### src/rtl/sort4_loader.sv
// Packs a serial word stream into the four sort4 operands, then drives sort4's enable for a
// fixed number of cycles and pulses done when its results are valid.
`ifndef OUTPUT_BUF_DATASIZE
`define OUTPUT_BUF_DATASIZE 16
`endif

module sort4_loader #(
  parameter int unsigned   DW          = `OUTPUT_BUF_DATASIZE,
  parameter int unsigned   SORT_CYCLES = 6,
  parameter logic [DW-1:0] PAD_VAL     = '0,
  parameter int unsigned   CNT_W       = 16
) (
  input  logic             clk,
  input  logic             rst,
  input  logic             din_valid,
  output logic             din_ready,
  input  logic [DW-1:0]    din,
  input  logic             flush,
  output logic [DW-1:0]    in1,
  output logic [DW-1:0]    in2,
  output logic [DW-1:0]    in3,
  output logic [DW-1:0]    in4,
  output logic             sort_en,
  output logic             done,
  output logic             busy,
  output logic [CNT_W-1:0] group_cnt
);

  localparam logic [7:0] CntLoad = 8'(SORT_CYCLES - 1);

  typedef enum logic [1:0] {StFill, StRun, StWait} state_e;

  state_e            state_q, state_d;
  logic [1:0]        slot_q, slot_d;
  logic [7:0]        cnt_q, cnt_d;
  logic [DW-1:0]     data_q [4];
  logic [DW-1:0]     data_d [4];
  logic              sort_en_q, sort_en_d;
  logic              done_q, done_d;
  logic              busy_q, busy_d;
  logic [CNT_W-1:0]  grp_q, grp_d;
  logic              accept;
  logic              go;
  logic [2:0]        pad_from;

  assign accept = din_valid && (state_q == StFill);

  always_comb begin
    state_d   = state_q;
    slot_d    = slot_q;
    cnt_d     = cnt_q;
    data_d    = data_q;
    sort_en_d = 1'b0;
    done_d    = 1'b0;
    grp_d     = grp_q;
    go        = 1'b0;
    // First slot to pad: the accepted word (if any) occupies the current slot.
    pad_from  = accept ? ({1'b0, slot_q} + 3'd1) : {1'b0, slot_q};
    unique case (state_q)
      StFill: begin
        if (accept) begin
          data_d[slot_q] = din;
          if (slot_q == 2'd3 || flush) begin
            go = 1'b1;
          end else begin
            slot_d = slot_q + 2'd1;
          end
        end else if (flush && slot_q != 2'd0) begin
          go = 1'b1;
        end
        if (go) begin
          for (int i = 0; i < 4; i++) begin
            if (i >= int'(pad_from)) data_d[i] = PAD_VAL;
          end
          state_d   = StRun;
          slot_d    = 2'd0;
          cnt_d     = CntLoad;
          sort_en_d = 1'b1;
        end
      end
      StRun: begin
        if (cnt_q == 8'd0) begin
          state_d = StWait;
          done_d  = 1'b1;
        end else begin
          cnt_d     = cnt_q - 8'd1;
          sort_en_d = 1'b1;
        end
      end
      StWait: begin
        state_d = StFill;
        grp_d   = grp_q + 1'b1;
      end
      default: state_d = StFill;
    endcase
    busy_d = (state_d != StFill);
  end

  always_ff @(posedge clk) begin
    if (rst) begin
      state_q   <= StFill;
      slot_q    <= 2'd0;
      cnt_q     <= 8'd0;
      data_q    <= '{default: '0};
      sort_en_q <= 1'b0;
      done_q    <= 1'b0;
      busy_q    <= 1'b0;
      grp_q     <= '0;
    end else begin
      state_q   <= state_d;
      slot_q    <= slot_d;
      cnt_q     <= cnt_d;
      data_q    <= data_d;
      sort_en_q <= sort_en_d;
      done_q    <= done_d;
      busy_q    <= busy_d;
      grp_q     <= grp_d;
    end
  end

  assign din_ready = (state_q == StFill);
  assign in1       = data_q[0];
  assign in2       = data_q[1];
  assign in3       = data_q[2];
  assign in4       = data_q[3];
  assign sort_en   = sort_en_q;
  assign done      = done_q;
  assign busy      = busy_q;
  assign group_cnt = grp_q;

endmodule

### config.mk
export PLATFORM = sky130hd
export DESIGN_NAME = sort4_loader
export DESIGN_NICKNAME = d
export VERILOG_FILES = /design/src/rtl/sort4_loader.sv
export SDC_FILE = /design/constraint.sdc
export NUM_CORES = 1
export LEC_CHECK = 0
export ABC_CLOCK_PERIOD_IN_PS = 2200
export BUFFER_PORTS_ARGS = -buffer_cell sky130_fd_sc_hd__buf_4
export CAP_MARGIN = 20
export CORE_ASPECT_RATIO = 0.6
export CORE_MARGIN = 2
export CORE_UTILIZATION = 40
export DETAILED_ROUTE_END_ITERATION = 8
export HOLD_SLACK_MARGIN = 0.06
export PLACE_DENSITY_LB_ADDON = 0.08
export SLEW_MARGIN = 20
export SYNTH_ARGS = -nofsm -noshare
export SYNTH_HDL_FRONTEND = slang
export SYNTH_SLANG_ARGS = --single-unit
export TNS_END_PERCENT = 50
### constraint.sdc
create_clock -name clk -period 2.2 [get_ports clk]
set_input_delay 0.22 -clock clk [delete_from_list [all_inputs] [get_ports clk]]
set_output_delay 0.22 -clock clk [all_outputs]
set_load 0.02 [all_outputs]
======== Yosys cells after proc, flatten, opt, wreduce, memory -nomap -nowiden ========
Index checks and enable logic that the tools add are counted.
word-level totals
  output and inout port bits .............. 84
  logic and storage cells ................. 69
  input port bits ......................... 20
  flip-flop bits (word level) ............. 95
cells by class
  equality and inequality tests ........... 6
  bitwise logic cells ..................... 2
  order comparisons ....................... 6
  reduce and logical (&&, ||, !) cells .... 13
  add/sub/neg operators ................... 4
  multiplexer cells ....................... 27
operator list
  kind                     number
  $mux W64                 2
  $mux W16                 5
  $bwmux W64               1
  $demux W16 S2            1
  $add A16 B1 Y16 const B  1
  $mux W8                  2
  $pmux W8 S2              1
  $mux W2                  5
  $logic_not A8 Y1         1
  $reduce_bool A2 Y1       4
  $sub A8 B1 Y8 const B    1
  $mux W1                  7
  $ge A1 B3 Y1 const A     2
  $ge A2 B3 Y1 const A     2
  $reduce_and A3 Y1        2
  $eq A2 B2 Y1 const B     2
  $ne A2 B1 Y1 const B     2
  $pmux W2 S2              1
  $add A2 B1 Y3 const B    1
  $ge A3 B3 Y1 const B     1
  $logic_and A1 B1 Y1      3
  $lt A3 B1 Y1 const B     1
  $mux W3                  1
  $not A2 Y3               1
  other kinds (8)          8

======== Depth between registers and ports, before layout ========
  word-level depth ........................ 9
  gate-level depth with buffers ........... 8
  depth with buffers taken out ............ 6

======== Least setup slack after synthesis ========
OpenSTA, ideal clock, no wires.
  path type ............................... reg2reg
  from .................................... register state_q[1]
  to ...................................... register data_q, in the netlist in2[0]
  buffers on the path ..................... 2
  stages on the path, launching flop included .. 7
  data arrival time ....................... 1.629 ns
  setup slack ............................. 0.452 ns
  cells stage by stage .................... dfxtp_1 -> buf_6 -> nor2_1 -> o21ai_2 -> o21ai_2 -> buf_2 -> a21oi_1
on the way
  cells in the longest elaborated chain, start to end .. 6
RTL lines
  what                    RTL line  text
  from (decl)             33        state_e state_q, state_d;
  from (signal assigned)  101       state_q <= StFill;
  from (signal assigned)  110       state_q <= state_d;
  $logic_not A2 Y1 (*)    --
  net din_ready           16        output logic din_ready,
  $logic_and A1 B1 Y1     46        assign accept = din_valid && (state_q == StFill);
  $mux W3                 58        pad_from = accept ? ({1'b0, slot_q} + 3'd1) : {1'b0, slot_q};
  $ge A1 B3 Y1            73        if (i >= int'(pad_from)) data_d[i] = PAD_VAL;
  $mux W16                73
  $mux W64                71        if (go) begin
  to (signal assigned)    113       data_q <= data_d;
  to (decl)               36        logic [DW-1:0] data_q [4];
Mark *: on every way through the listed nets, which the timed path passes. The rest lies on a longest branch. The select of a mux whose other input is x is not followed.
A chain may end at the register's enable or synchronous reset.

======== Final worst setup path ========
  from .................................... register slot_q[0]
  to ...................................... register cnt_q[3]
on the way
  cells in the longest elaborated chain, start to end .. 7
RTL lines
  what                                                       RTL line  text
  from (decl)                                                34        logic [1:0] slot_q, slot_d;
  from (signal assigned)                                     111       slot_q <= slot_d;
  $eq A2 B2 Y1 or $reduce_bool A2 Y1 (tied branches)         63, 68
  $logic_or A1 B1 Y1 or $logic_and A1 B1 Y1 (tied branches)  63, 68
  $mux W1, on equally long branches                          63, 68
  $mux W1 (*)                                                61        if (accept) begin
  $mux W1 (*)                                                59        unique case (state_q)
  $ne A2 B1 Y1 (no line) (*)                                 --
  $reduce_and A3 Y1 (no line) (*)                            --
  to (signal assigned)                                       112       cnt_q <= cnt_d;
  to (decl)                                                  35        logic [7:0] cnt_q, cnt_d;
Every way passes the cells marked *; elsewhere a longest branch is shown, timed or not. The select of a mux whose other input is x is not followed.

==> results.md <==
* Outcome: finished, final reports clean
* Starting Density at 40.5%
* Final core occ at 53.3%
* Pwr Density at 949 nW/um2
* Sequential Power Share at about two fifths
* Synth Register Bits at 95
* Setup TNS at 0 ps
* Vias per cell at 5.03
* Top achievable clock speed at roughly 520 MHz
* Leak at 2.08 nW
* Die extent in y at approximately 81 um
* Worst path required time at between 2000 and 2500 ps
* DRC viols at 0
* Worst setup SP type: register
* Post-synth EDFFs at 0
* Buffer depth of the longest clock path at 2
* Post-synth ARST share at 0%
* Yosys top cell by area: dfxtp_1
* Syn Area/Cell at between 9 and 10 um2
* Vias in the first global route at ~3000
* Final nets at 557
* Die footprint at 10700 um2
* Worst Tran Pin Value at between 500 and 600 ps
* Finish-stage setup viols at 0
* Synth Warn # at 0
* Initial antenna violation count at 0
* CTS Buf Count at 9
* Period Utilization, post-route at 87.7%
* CP arrival at 2220 ps
* Worst Setup SP: slot_q[0]
* Ratio of cells with drive above 1 in the final layout at 27.5%
* Distinct cell type count after synthesis at 51
* Worst-path clk slew at 70 ps
* Slew Viols, Final at 0
* Clock share of power at between 30% and 40%
* Flop2flop setup slack at 270 ps
* Routed vias at 3367
* Clk root buf: clkbuf_16
* Internal Power at 3.50 mW
* Row count at 28
* Commonest cells post-synth: dfxtp_1 (95), nand2_1 (59), a21oi_1 (41), nor2_1 (39), mux2i_1 (35)
* Mapped cell area at 3950 um2
* # Max-Cap Violations at 0
* VDD IR-drop max at 0.000512 V
* Clock sink count at 95
* Clock Skew at 6.49 ps
* Post-detailed-route wirelength per cell at 15.6 um
* First-pass GRT wire length at 16.3 mm
* Reg-to-reg startpoint: slot_q[0]
* Post_cts resized at 0
* I/O Buffers at a little over 100
* Post-detail-place hpwl at about 7.3 mm
* Drt pass-1 iters at 4
* Gr ovfl total at 0
* Total track usage at 19.6%
* Die X-Extent at about 130 um
* Final Hold Vio Count at 0
* Comb power frac at 22.1%
* Top post-synthesis cells by area: dfxtp_1 (48%), mux2i_1 (8.9%), nand2_1 (5.6%), a21oi_1 (5.2%), nor2_1 (3.7%)
* HP Start: din[13]
* Post-CTS Setup Bufs at 0
* Worst hold-check path type: input pin to register
* Core Region at 9740 um2
* Min Tclk post-route at about 1900 ps
* Largest net degree at the start of global routing at between 40 and 50
* Antenna viol nets, final at 0
* CP endpoint kind: register
* CP max FO at 12
* Top-area cell type share of the netlist area at 48.2%
* RD Place Congestion at 0.818
* Final WL at 10.4 mm
* Area grow syn2layout at 31.4%
* Clk Latency, worst-skew pair at 350 ps
* Top-level I/O count at 104
* Max H-tree Level at 3
* Most common cell in the netlist: dfxtp_1
* Synth Instances at 428
* Crit-path cells: inv_1 -> ha_1 -> nor2b_1 -> o21ai_2 -> buf_4 -> a2111o_1 -> nand2_1
* Mapped Nets at roughly 460
* Max incr delay on CP at 420 ps
* CTS tree: done
* Post-synth top flop: dfxtp_1
* Net Sw Power at approximately 1.4 mW
* Post-CTS Hold Fix Bufs at 0
* Fraction of the yosys area taken by sequential cells at 48.2%
* Worst path slowest cell: dfxtp_1
* DRT iter0 DRCs at 204
* RSZ-0062 raised after global routing: false
* Crit path kind: register to register
* Sw frac at 28.9%
* Relative slew margins at 61.9%
* Antenna diodes at 0
## cells by family (layout without fill, tap and decap cells)
| family | count (synthesis) | in the layout | synth area share, % |
|---|---|---|---|
| adder cells (fa/ha/maj) | 8 | 8 | 2.54 |
| buffers and inverters | 33 | 139 | 4.94 |
| AO/OA/AOI/OAI | 60 | 60 | 9.38 |
| XOR/XNOR | 12 | 12 | 2.66 |
| flip-flops | 95 | 95 | 48.2 |
| AND/OR/NAND/NOR | 181 | 181 | 22.3 |
| multiplexers | 39 | 39 | 10.0 |
## through the flow
| stage | std cells | hold slack (ps) | worst slack [ps] | total power, mW | area, um2 |
|---|---|---|---|---|---|
| floorplan | 428 | 356 | 452 | 2.73 | 3950 |
| global route | 669 | 141 | 135 | 5.14 | 5190 |
| global placement | 653 | 444 | 349 | 3.06 | 4830 |
| CTS | 669 | 135 | 271 | 4.96 | 5190 |
| finish | 669 | 145 | 272 | 4.92 | 5190 |
| detailed placement | 653 | 450 | 294 | 3.07 | 4830 |
## worst max-delay path: cells and delay by family, from the launching register on
family | cells | cell delay, ps
buffers and inverters | 2 | 360
AND/OR/NAND/NOR | 2 | 270
AO/OA/AOI/OAI | 2 | 570
flip-flops | 1 | 420
adder cells (fa/ha/maj) | 1 | 250
## routing by layer
metal	vias up	share of wire, %	GRT usage [%]
met2	93	39	27.0
met3	15	6.7	6.62
met5	-	0	0
met1	1575	53	28.2
li1	1684	-	-
met4	0	1.2	7.20
## cells in the final DEF (no fill, tap or decap), types with 3 or more instances in the layout
cell type / n
buf_4: 114
dfxtp_1: 95
nand2_1: 59
a21oi_1: 41
nor2_1: 39
mux2i_1: 35
nand3_1: 23
nor3_1: 22
xnor2_1: 9
clkbuf_16: 9
inv_1: 8
ha_1: 8
nor2b_1: 6
or3_1: 5
and2_1: 4
mux2_2: 4
bufinv_16: 4
nand4_1: 3
nand3b_1: 3
o21ai_0: 3
xor2_1: 3
clkinv_2: 3
## power groups by stage
stage / logic [mW] / registers (mW) / clock network [mW]
after CTS: 1.09 / 1.95 / 1.92
after global routing: 1.18 / 1.97 / 2.00
after detailed placement: 1.08 / 1.99 / 0
after global placement: 1.07 / 1.98 / 0
final: 1.09 / 1.95 / 1.88
after floorplan: 0.672 / 2.05 / 0
## flip-flops by register name (all words and copies together), names as in the netlist
| signal | flops |
|---|---|
| state_q | 2 |
| done | 1 |
| in2 | 16 |
| in4 | 16 |
| busy | 1 |
| in1 | 16 |
| sort_en | 1 |
| group_cnt | 16 |
| in3 | 16 |
| slot_q | 2 |
| cnt_q | 8 |
## path summary, 6_finish.rpt
| path | to | cells past startpoint |
|---|---|---|
| worst min-delay path | in3[13] | 3 |
| worst min register to register | in2[13] | 2 |
| worst max register to register | cnt_q[3] | 7 |
| worst max-delay path | cnt_q[3] | 7 |
## layout make-up
type                            count  area [um2]
Timing Repair Buffer              115         876
Inverter                            8        30.0
Tap cell                          135         169
Clock inverter                      7         135
Clock buffer                        9         225
Sequential cell                    95        1900
Multi-Input combinational cell    300        1850
Fill cell                         939        4550
Power figures use the tool's default switching activity.
